<file path="src/rtl/note_event_capture_pkg.sv">
// Shared types and constants for the note event capture path.
package note_event_capture_pkg;
  localparam int unsigned NOTES_PER_OCT   = 7;
  localparam int unsigned CODE_W          = 5;
  localparam int unsigned DUR_W           = 4;
  localparam int unsigned COUNT_W         = 7;
  localparam int unsigned TICK_CYCLES_DEF = 10_000_000;

  typedef logic [CODE_W-1:0]  code_t;
  typedef logic [DUR_W-1:0]   dur_t;
  typedef logic [COUNT_W-1:0] count_t;

  localparam code_t REST_CODE = '0;

  typedef enum logic [1:0] {
    OCT_LO = 2'd0,
    OCT_MI = 2'd1,
    OCT_HI = 2'd2
  } octave_e;

  typedef enum logic [1:0] {
    ST_IDLE = 2'd0,
    ST_HOLD = 2'd1,
    ST_GAP  = 2'd2,
    ST_DONE = 2'd3
  } state_e;

  typedef struct packed {
    code_t note;
    dur_t  dur;
  } ev_t;

  // A boundary inside the first tick still records one tick.
  function automatic dur_t dur_at_least_one(dur_t d);
    return (d == '0) ? dur_t'(1) : d;
  endfunction
endpackage

</file>
<file path="src/rtl/note_event_capture_if.sv">
// Key/octave inputs, live code and the event valid/ready port of the capture block.
interface note_event_capture_if;
  import note_event_capture_pkg::*;

  logic       en;
  logic       start;
  logic [7:0] sw;
  logic [1:0] octave;
  code_t      live_note;
  logic       ev_valid;
  code_t      ev_note;
  dur_t       ev_dur;
  logic       ev_ready;
  count_t     ev_count;
  logic       done;
  logic       overflow;

  modport slave (
    input  en, start, sw, octave, ev_ready,
    output live_note, ev_valid, ev_note, ev_dur, ev_count, done, overflow
  );

  modport master (
    output en, start, sw, octave, ev_ready,
    input  live_note, ev_valid, ev_note, ev_dur, ev_count, done, overflow
  );
endinterface

</file>
<file path="src/rtl/note_event_capture_encode.sv">
// Lowest pressed key plus octave to music code (1..21), 0 when no key is down.
module note_code_encode
  import note_event_capture_pkg::*;
(
  input  logic [NOTES_PER_OCT-1:0] keys,
  input  logic [1:0]               octave,
  output code_t                    code_c
);
  logic [2:0]  idx;
  logic        hit;
  int unsigned oct;

  always_comb begin
    idx = '0;
    hit = 1'b0;
    for (int i = int'(NOTES_PER_OCT) - 1; i >= 0; i--) begin
      if (keys[i]) begin
        idx = 3'(i);
        hit = 1'b1;
      end
    end
    // Octave value 3 is folded onto the middle octave.
    if (octave == OCT_LO)      oct = 0;
    else if (octave == OCT_HI) oct = 2;
    else                       oct = 1;
    code_c = hit ? CODE_W'(oct * NOTES_PER_OCT + 32'(idx) + 32'd1) : REST_CODE;
  end
endmodule

</file>
<file path="src/rtl/note_event_capture.sv">
// Turns held keys into (music code, duration) events on a valid/ready port.
module note_event_capture
  import note_event_capture_pkg::*;
#(
  parameter int unsigned TICK_CYCLES = TICK_CYCLES_DEF,
  parameter int unsigned MAX_EVENTS  = 100,
  parameter int unsigned DUR_MAX     = 15
) (
  input  logic                 clk,
  input  logic                 rst,
  note_event_capture_if.slave  bus
);
  localparam int unsigned DIV_W = (TICK_CYCLES > 1) ? $clog2(TICK_CYCLES) : 1;

  state_e           state_q, state_d;
  code_t            code_c;
  code_t            cur_code_q, cur_code_d;
  code_t            live_note_q, live_note_d;
  dur_t             dur_q, dur_d;
  logic [DIV_W-1:0] div_q, div_d;
  ev_t              ev_q, ev_d;
  ev_t              emit_ev_c;
  logic             ev_valid_q, ev_valid_d;
  logic             overflow_q, overflow_d;
  logic             done_q, done_d;
  count_t           ev_count_q, ev_count_d;
  logic             tick_c, acc_c, emit_c, done_next_c;

  note_code_encode u_encode (
    .keys   (bus.sw[NOTES_PER_OCT-1:0]),
    .octave (bus.octave),
    .code_c (code_c)
  );

  always_ff @(posedge clk or negedge rst) begin
    if (!rst) begin
      state_q     <= ST_IDLE;
      cur_code_q  <= REST_CODE;
      live_note_q <= REST_CODE;
      dur_q       <= '0;
      div_q       <= '0;
      ev_q        <= '0;
      ev_valid_q  <= 1'b0;
      overflow_q  <= 1'b0;
      done_q      <= 1'b0;
      ev_count_q  <= '0;
    end else begin
      state_q     <= state_d;
      cur_code_q  <= cur_code_d;
      live_note_q <= live_note_d;
      dur_q       <= dur_d;
      div_q       <= div_d;
      ev_q        <= ev_d;
      ev_valid_q  <= ev_valid_d;
      overflow_q  <= overflow_d;
      done_q      <= done_d;
      ev_count_q  <= ev_count_d;
    end
  end

  // Acceptance count; saturates so a late accept in DONE cannot clear done.
  always_comb begin
    acc_c      = ev_valid_q & bus.ev_ready;
    ev_count_d = ev_count_q;
    if (acc_c && (ev_count_q != COUNT_W'(MAX_EVENTS))) ev_count_d = ev_count_q + COUNT_W'(1);
    done_next_c = done_q | (ev_count_d == COUNT_W'(MAX_EVENTS));
    done_d      = done_next_c;
    if (bus.start) begin
      ev_count_d = '0;
      done_d     = 1'b0;
    end
  end

  // Tick divider, duration counter and segment FSM.
  always_comb begin
    state_d    = state_q;
    cur_code_d = cur_code_q;
    div_d      = '0;
    tick_c     = 1'b0;
    emit_c     = 1'b0;
    emit_ev_c  = '0;

    if (bus.en && (state_q == ST_HOLD || state_q == ST_GAP)) begin
      if (div_q == DIV_W'(TICK_CYCLES - 1)) tick_c = 1'b1;
      else                                  div_d  = div_q + DIV_W'(1);
    end
    dur_d = (tick_c && (dur_q != DUR_W'(DUR_MAX))) ? dur_q + DUR_W'(1) : dur_q;

    if (bus.en) begin
      unique case (state_q)
        ST_IDLE: if (code_c != REST_CODE) begin
          state_d    = ST_HOLD;
          cur_code_d = code_c;
          dur_d      = '0;
        end
        ST_HOLD: if (code_c != cur_code_q) begin
          emit_c         = 1'b1;
          emit_ev_c.note = cur_code_q;
          emit_ev_c.dur  = dur_at_least_one(dur_q);
          cur_code_d     = code_c;
          dur_d          = '0;
          div_d          = '0;
          if (code_c == REST_CODE) state_d = ST_GAP;
        end else if (tick_c && (dur_q == DUR_W'(DUR_MAX - 1))) begin
          emit_c         = 1'b1;
          emit_ev_c.note = cur_code_q;
          emit_ev_c.dur  = DUR_W'(DUR_MAX);
          dur_d          = '0;
        end
        ST_GAP: if (code_c != REST_CODE) begin
          // A gap shorter than one tick is absorbed into the next note.
          emit_c         = (dur_q != '0);
          emit_ev_c.note = REST_CODE;
          emit_ev_c.dur  = dur_q;
          state_d        = ST_HOLD;
          cur_code_d     = code_c;
          dur_d          = '0;
          div_d          = '0;
        end else if (tick_c && (dur_q == DUR_W'(DUR_MAX - 1))) begin
          emit_c         = 1'b1;
          emit_ev_c.note = REST_CODE;
          emit_ev_c.dur  = DUR_W'(DUR_MAX);
          state_d        = ST_IDLE;
          dur_d          = '0;
        end
        default: ;
      endcase
      if (done_next_c) state_d = ST_DONE;
    end

    if (bus.start) begin
      state_d = ST_IDLE;
      dur_d   = '0;
      div_d   = '0;
      emit_c  = 1'b0;
    end
  end

  // Event register: a new event while one is still unaccepted is dropped.
  always_comb begin
    ev_d        = ev_q;
    ev_valid_d  = ev_valid_q;
    overflow_d  = overflow_q;
    live_note_d = bus.en ? code_c : live_note_q;
    if (emit_c) begin
      if (ev_valid_q && !acc_c) begin
        overflow_d = 1'b1;
      end else begin
        ev_d       = emit_ev_c;
        ev_valid_d = 1'b1;
      end
    end else if (acc_c) begin
      ev_valid_d = 1'b0;
    end
    if (bus.start) begin
      ev_valid_d = 1'b0;
      overflow_d = 1'b0;
    end
  end

  assign bus.live_note = live_note_q;
  assign bus.ev_valid  = ev_valid_q;
  assign bus.ev_note   = ev_q.note;
  assign bus.ev_dur    = ev_q.dur;
  assign bus.ev_count  = ev_count_q;
  assign bus.done      = done_q;
  assign bus.overflow  = overflow_q;
endmodule

</file>
<file path="src/flat_wrapper.sv">
// flat-port wrapper written by rule: the top's interface ports become plain ports
module note_event_capture_flat import note_event_capture_pkg::*;
#(
  parameter int unsigned TICK_CYCLES = TICK_CYCLES_DEF,
  parameter int unsigned MAX_EVENTS  = 100,
  parameter int unsigned DUR_MAX     = 15
)
  (clk, rst, bus_en, bus_start, bus_sw, bus_octave, bus_ev_ready, bus_live_note, bus_ev_valid, bus_ev_note, bus_ev_dur, bus_ev_count, bus_done, bus_overflow);
  note_event_capture_if bus_i ();
  input  logic clk;
  input  logic rst;
  input wire logic [$bits(bus_i.en)-1:0] bus_en;
  input wire logic [$bits(bus_i.start)-1:0] bus_start;
  input wire logic [$bits(bus_i.sw)-1:0] bus_sw;
  input wire logic [$bits(bus_i.octave)-1:0] bus_octave;
  input wire logic [$bits(bus_i.ev_ready)-1:0] bus_ev_ready;
  output wire logic [$bits(bus_i.live_note)-1:0] bus_live_note;
  output wire logic [$bits(bus_i.ev_valid)-1:0] bus_ev_valid;
  output wire logic [$bits(bus_i.ev_note)-1:0] bus_ev_note;
  output wire logic [$bits(bus_i.ev_dur)-1:0] bus_ev_dur;
  output wire logic [$bits(bus_i.ev_count)-1:0] bus_ev_count;
  output wire logic [$bits(bus_i.done)-1:0] bus_done;
  output wire logic [$bits(bus_i.overflow)-1:0] bus_overflow;
  assign bus_i.en = bus_en;
  assign bus_i.start = bus_start;
  assign bus_i.sw = bus_sw;
  assign bus_i.octave = bus_octave;
  assign bus_i.ev_ready = bus_ev_ready;
  assign bus_live_note = bus_i.live_note;
  assign bus_ev_valid = bus_i.ev_valid;
  assign bus_ev_note = bus_i.ev_note;
  assign bus_ev_dur = bus_i.ev_dur;
  assign bus_ev_count = bus_i.ev_count;
  assign bus_done = bus_i.done;
  assign bus_overflow = bus_i.overflow;
  note_event_capture #(.TICK_CYCLES(TICK_CYCLES), .MAX_EVENTS(MAX_EVENTS), .DUR_MAX(DUR_MAX)) u_core (.clk(clk), .rst(rst), .bus(bus_i));
endmodule
</file>
<file path="config.mk">
export PLATFORM = sky130hd
export DESIGN_NAME = note_event_capture_flat
export DESIGN_NICKNAME = d
export VERILOG_FILES = /design/src/rtl/note_event_capture_pkg.sv /design/src/rtl/note_event_capture_if.sv /design/src/rtl/note_event_capture_encode.sv /design/src/rtl/note_event_capture.sv /design/src/flat_wrapper.sv
export SDC_FILE = /design/constraint.sdc
export NUM_CORES = 1
export LEC_CHECK = 0
export CORE_UTILIZATION = 60
export CTS_BUF_LIST = sky130_fd_sc_hd__clkbuf_4
export DETAILED_ROUTE_END_ITERATION = 10
export PLACE_DENSITY = 0.8
export SLEW_MARGIN = 10
export SYNTH_ARGS = -nofsm -noshare
export SYNTH_HDL_FRONTEND = slang
export SYNTH_SLANG_ARGS = --single-unit
</file>
<file path="constraint.sdc">
create_clock -name clk -period 6.5 [get_ports clk]
set_input_delay 0.65 -clock clk [delete_from_list [all_inputs] [get_ports clk]]
set_output_delay 0.65 -clock clk [all_outputs]
set_load 0.05 [all_outputs]
</file>
### Yosys cells after proc, flatten, opt, wreduce, memory -nomap -nowiden

Index checks and enable logic that the tools add are counted.

| cells by class | value |
|---|---|
| $mul | 1 |
| mux-type cells | 69 |
| reduce and logical (&&, ||, !) cells | 25 |
| equal/unequal tests | 16 |
| bitwise gates (word level) | 3 |
| add/subtract/negate cells | 5 |

Operators by type and width:

| cell | number |
|---|---|
| $mux 24 | 6 |
| $pmux 24 s2 | 1 |
| $mux 4 | 9 |
| $mux 9 | 4 |
| $add 24x1->24 const B | 1 |
| $eq 24x24->1 const B | 1 |
| $mux 1 | 22 |
| $mux 3 | 7 |
| $mux 2 | 10 |
| $pmux 9 s2 | 1 |
| $mux 5 | 3 |
| $mux 7 | 2 |
| $pmux 4 s3 | 1 |
| $pmux 5 s2 | 1 |
| $reduce_bool 5->1 | 2 |
| $ne 4x3->1 const B | 2 |
| $reduce_bool 2->1 | 4 |
| $add 7x1->7 const B | 1 |
| $eq 7x7->1 const B | 1 |
| $ne 7x7->1 const B | 1 |
| $pmux 2 s3 | 1 |
| $reduce_and 2->1 | 3 |
| $reduce_and 6->1 | 1 |
| $add 5x1->5 const B | 1 |
| 27 further kinds | 33 |

| word-level totals | value |
|---|---|
| register bits | 59 |
| output and inout bits | 24 |
| word-level logic and storage cells | 130 |

### Depth between registers and ports, before layout

| depth | value |
|---|---|
| depth after elaboration | 17 |
| gate-level depth with buffers | 17 |
| gate-level depth less buffers | 15 |

### By module

Synthesis repeated with hierarchy kept, for this count alone.

| unflattened totals | value |
|---|---|
| cells, all modules | 350 |
| area, all modules | 3,493.4 um^2 |

By module, submodules not included:

| module | cells an instance | area each (um^2) | instances |
|---|---|---|---|
| note_event_capture | 314 | 3,216.8 | 1 |
| note_code_encode | 36 | 276.5 | 1 |

### Least setup slack after synthesis

Ideal clock, no wire load.

| timing | value |
|---|---|
| kind | input-to-reg |
| from | in bus_sw[1] |
| to | reg u_core.ev_q, in the netlist u_core.bus.ev_dur[0] |
| setup time | 0.125 ns |
| data arrival time | 3.723 ns |
| stages | 12 |
| slack | 2.652 ns |
| path buffers | 1 |
| cell sequence | or4_4 > nor2_1 > ha_1 > ha_1 > or2_1 > a21o_1 > a2111o_1 > a21oi_4 > o2111a_2 > a21o_1 > buf_6 > mux2_4 |

| on the way | value |
|---|---|
| word-level cells in the longest chain between the ends | 11 |

Ends and longest elaborated chain:

| item | RTL line | source |
|---|---|---|
| start: declaration | flat_wrapper.sv:14 | `input wire logic [$bits(bus_i.sw)-1:0] bus_sw;` |
| $mux 3 (2 in a row) | note_event_capture_encode.sv:17 | `if (keys[i]) begin` |
| $add 5x3->5 | note_event_capture_encode.sv:26 | `code_c = hit ? CODE_W'(oct * NOTES_PER_OCT + 32'(idx) + 32'd1) : REST_CODE;` |
| $add 5x1->5 | note_event_capture_encode.sv:26 |  |
| $mux 5 * | note_event_capture_encode.sv:26 |  |
| $ne 5x5->1 / $reduce_bool 5->1 (equally long branches) | note_event_capture.sv:96, note_event_capture.sv:110 |  |
| $mux 1, on equally long branches | note_event_capture.sv:96, note_event_capture.sv:110 |  |
| $pmux 1 s2 | note_event_capture.sv:90 | `unique case (state_q)` |
| $mux 1 | note_event_capture.sv:89 | `if (bus.en) begin` |
| $mux 1 | note_event_capture.sv:131 | `if (bus.start) begin` |
| $reduce_and 2->1 (no line) | n/a |  |
| end signal: assignment | note_event_capture.sv:53 | `ev_q <= ev_d;` |
| end: declaration | note_event_capture.sv:21 | `ev_t ev_q, ev_d;` |

Every way passes the cells marked *; elsewhere a longest branch is shown, timed or not.
A chain may end at the register's enable or synchronous reset.

### Final worst setup path

Same ends and word-level chain as after synthesis.

==> out/qor.yml <==
dp_slack_ps: 1796
clk_latency_ps: 410
period_minus_slack_ps: 4309
reg2reg_from: "u_core.state_q[1]"
design_area_um2: 4461
hold_viol_final: 0
gp_congestion: 0.8985
synth_top_cell_area_share_pct: 38.15
cp_cell_sequence: "clkdlybuf4s50_1 > or4_4 > nor2_1 > ha_1 > ha_1 > or2_1 > a21o_1 > a2111o_1 > a21oi_4 > o2111a_2 > a21o_1 > mux2_4"
holdWs_ps: 356.3
hpwlAfterDp_um: 5933
drtIter0Drc: 243
synthTopCellsByArea: "dfrtp_1 (38%), nor2_1 (5.9%), ha_1 (5.2%)"
synth_area_um2: 3870
rsz0062_at_grt: "false"
yosys_warnings: 0
grt_pass1_vias: 2990
synth_seq_area_share_pct: 38.15
grt_use_total_pct: 26.91
postLayoutCoreUtil_pct: 73.60
cts_buffers: 9
rows: 28
numPlacedInstances: 501
worstMarginPinSlew_ps: 722.0
peakVddDrop_mv: 0.2466
hold_class: "in -> async"
synth_cells: 401
grt-ovfl-total: 0
synth_common_cells: "nor2_1 (61), dfrtp_1 (59), nand2_1 (22), xor2_1 (22), and3_1 (21)"
synth_top_area_cell: "dfrtp_1"
drtPass1Iterations: 5
h-tree-depth: 3
root_buffer: "clkbuf_4"
routed_wl_um: 8167
outcome: "complete, no violations"
dpl_cell_area_um2: 4277
reg2reg_slack_ps: 3510
antenna_cells: 0
die_y_um: 82.31
crit_family: "compound AO/OA/AOI/OAI gates"
path_buf_inv: 1
crit_arrival_ps: 4600
slowest_delay_ps: 590
synthDistinctLibCells: 73
crit_path_top_delay_cell: "or4_4"
postCtsHoldBufs: 0
synth_seq_cells: 59
vias_per_cell: 6.008
antenna_found_initial: 0
tritoncts: "done"
grt_start_max_net_pins: 60
grt_pass1_wl_um: 13700
path_max_fanout: 9
clk_path_buf_depth: 2
syn_to_final_growth_pct: 15.26
die_w_um: 82.31
setup_slack_ps: 2191
p_leak_nw: 1.876
maxCapViolCount: 0
synth-main-ff-cell: "dfrtp_1"
ios: 39
critPathKind: "in -> reg"
power.density_nw_per_um2: 246.4
avgSynthCellArea_um2: 9.651
postRouteAntennaNets: 0
final.setup.tns_ps: 0
r2r.worst_path.cells: 9
fin_total_pwr_mw: 1.099
drv_slew: 0
min_period_over_period_pct: 66.30
clock_sinks: 59
wl_per_cell_um: 15.80
path_clk_slew_ps: 110
fmax_mhz: 232.1
port_buffers: 37
final_nets: 469
yosysMostFrequentCell: "nor2_1"
setup_viol: 0
initial_core_util_pct: 63.85
fin_cells: 517
critPathLaunchType: "primary input"
vias: 3106
fin_skew_ps: 16.51
synth_enable_flop_cells: 0
rr_endpoint: "u_core.bus.ev_dur[0]"
required_ps: 6790
cts_resized: 0
slew-limit-headroom_pct: 51.86
synthArstFlopShare_pct: 100.0
drc: 0
drive_gt1_share_pct: 11.54
dieArea_um2: 6775
core_area_um2: 6061
cts_setup_buffers: 0
syn_nets: 433
crit_path_end_kind: "flip-flop"
-- cells in the final DEF (no fill, tap or decap), drive strengths merged, types with 3 or more instances in the layout --
master,netlist,layout
mux2i,4,4
xnor2,12,12
ha,16,16
a21o,3,3
a32oi,3,3
dfrtp,59,59
nand2,23,23
nand3,17,17
a21oi,12,12
nand4b,4,4
and4,4,4
mux2,12,12
nor2b,3,3
nand2b,6,6
or2,4,4
clkinv,0,4
o21ai,8,8
a31oi,5,5
clkdlybuf4s50,0,36
a211oi,8,8
nand4,6,6
a2111oi,3,3
and2,3,3
nor2,61,61
and3,21,21
nor4,3,3
xor2,23,23
bufinv,0,3
or3,5,5
clkbuf,9,9
nor3,6,6
inv,18,18
-- sequential cells by signal, indices dropped and copies added, names as in the netlist --
| name | flops |
|---|---|
| u_core.state_q | 2 |
| u_core.bus.done | 1 |
| u_core.bus.live_note | 5 |
| u_core.bus.overflow | 1 |
| u_core.div_q | 24 |
| u_core.bus.ev_note | 5 |
| u_core.cur_code_q | 5 |
| u_core.dur_q | 4 |
| u_core.bus.ev_valid | 1 |
| u_core.bus.ev_count | 7 |
| u_core.bus.ev_dur | 4 |
-- cell type report --
type | instances | area, um^2
Clock buffer | 9 | 67.56
Clock inverter | 7 | 116.4
Fill cell | 465 | 1600
Multi-Input combinational cell | 311 | 2266
Sequential cell | 59 | 1476
Timing Repair Buffer | 38 | 372.9
Inverter | 18 | 67.56
Tap cell | 75 | 93.84
-- logic make-up (layout without fill, tap and decap cells) --
kind of cell,after synthesis,after routing,share of synthesized area [%]
simple gates,177,177,25.32
compound gates,66,66,14.23
flops,59,59,38.15
xor+xnor,35,35,8.115
buf+inv,31,72,3.297
fa+ha+maj,17,17,5.690
mux,16,16,5.205
-- per-layer routing --
layer	routed length [um]	track usage [%]
met4	134	11.75
met2	3825	43.22
met3	392	4.945
met1	3815	35.44
met5	0	0
-- worst max path at each step --
| stage | startpoint | endpoint | slack [ps] | depth (start not counted) |
|---|---|---|---|---|
| after floorplan | bus_sw[1] | u_core.bus.ev_dur[0] | 2650 | 12 |
| after global routing | bus_sw[5] | u_core.div_q[17] | 1960 | 14 |
| final | bus_sw[1] | u_core.bus.ev_dur[0] | 2190 | 12 |
| after CTS | bus_sw[1] | u_core.bus.ev_dur[0] | 2210 | 12 |
| after detailed placement | bus_sw[1] | u_core.bus.ev_dur[0] | 1800 | 12 |
| after global placement | bus_sw[1] | u_core.bus.ev_note[0] | 1820 | 12 |
-- power breakdown --
group          switching, mW  total [mW]  internal (mW)
clock                  0.143       0.337          0.194
sequential            0.0244       0.419          0.394
combinational          0.217       0.343          0.126
total                  0.385        1.10          0.714
Note: power is estimated with default switching activity, not from simulation.
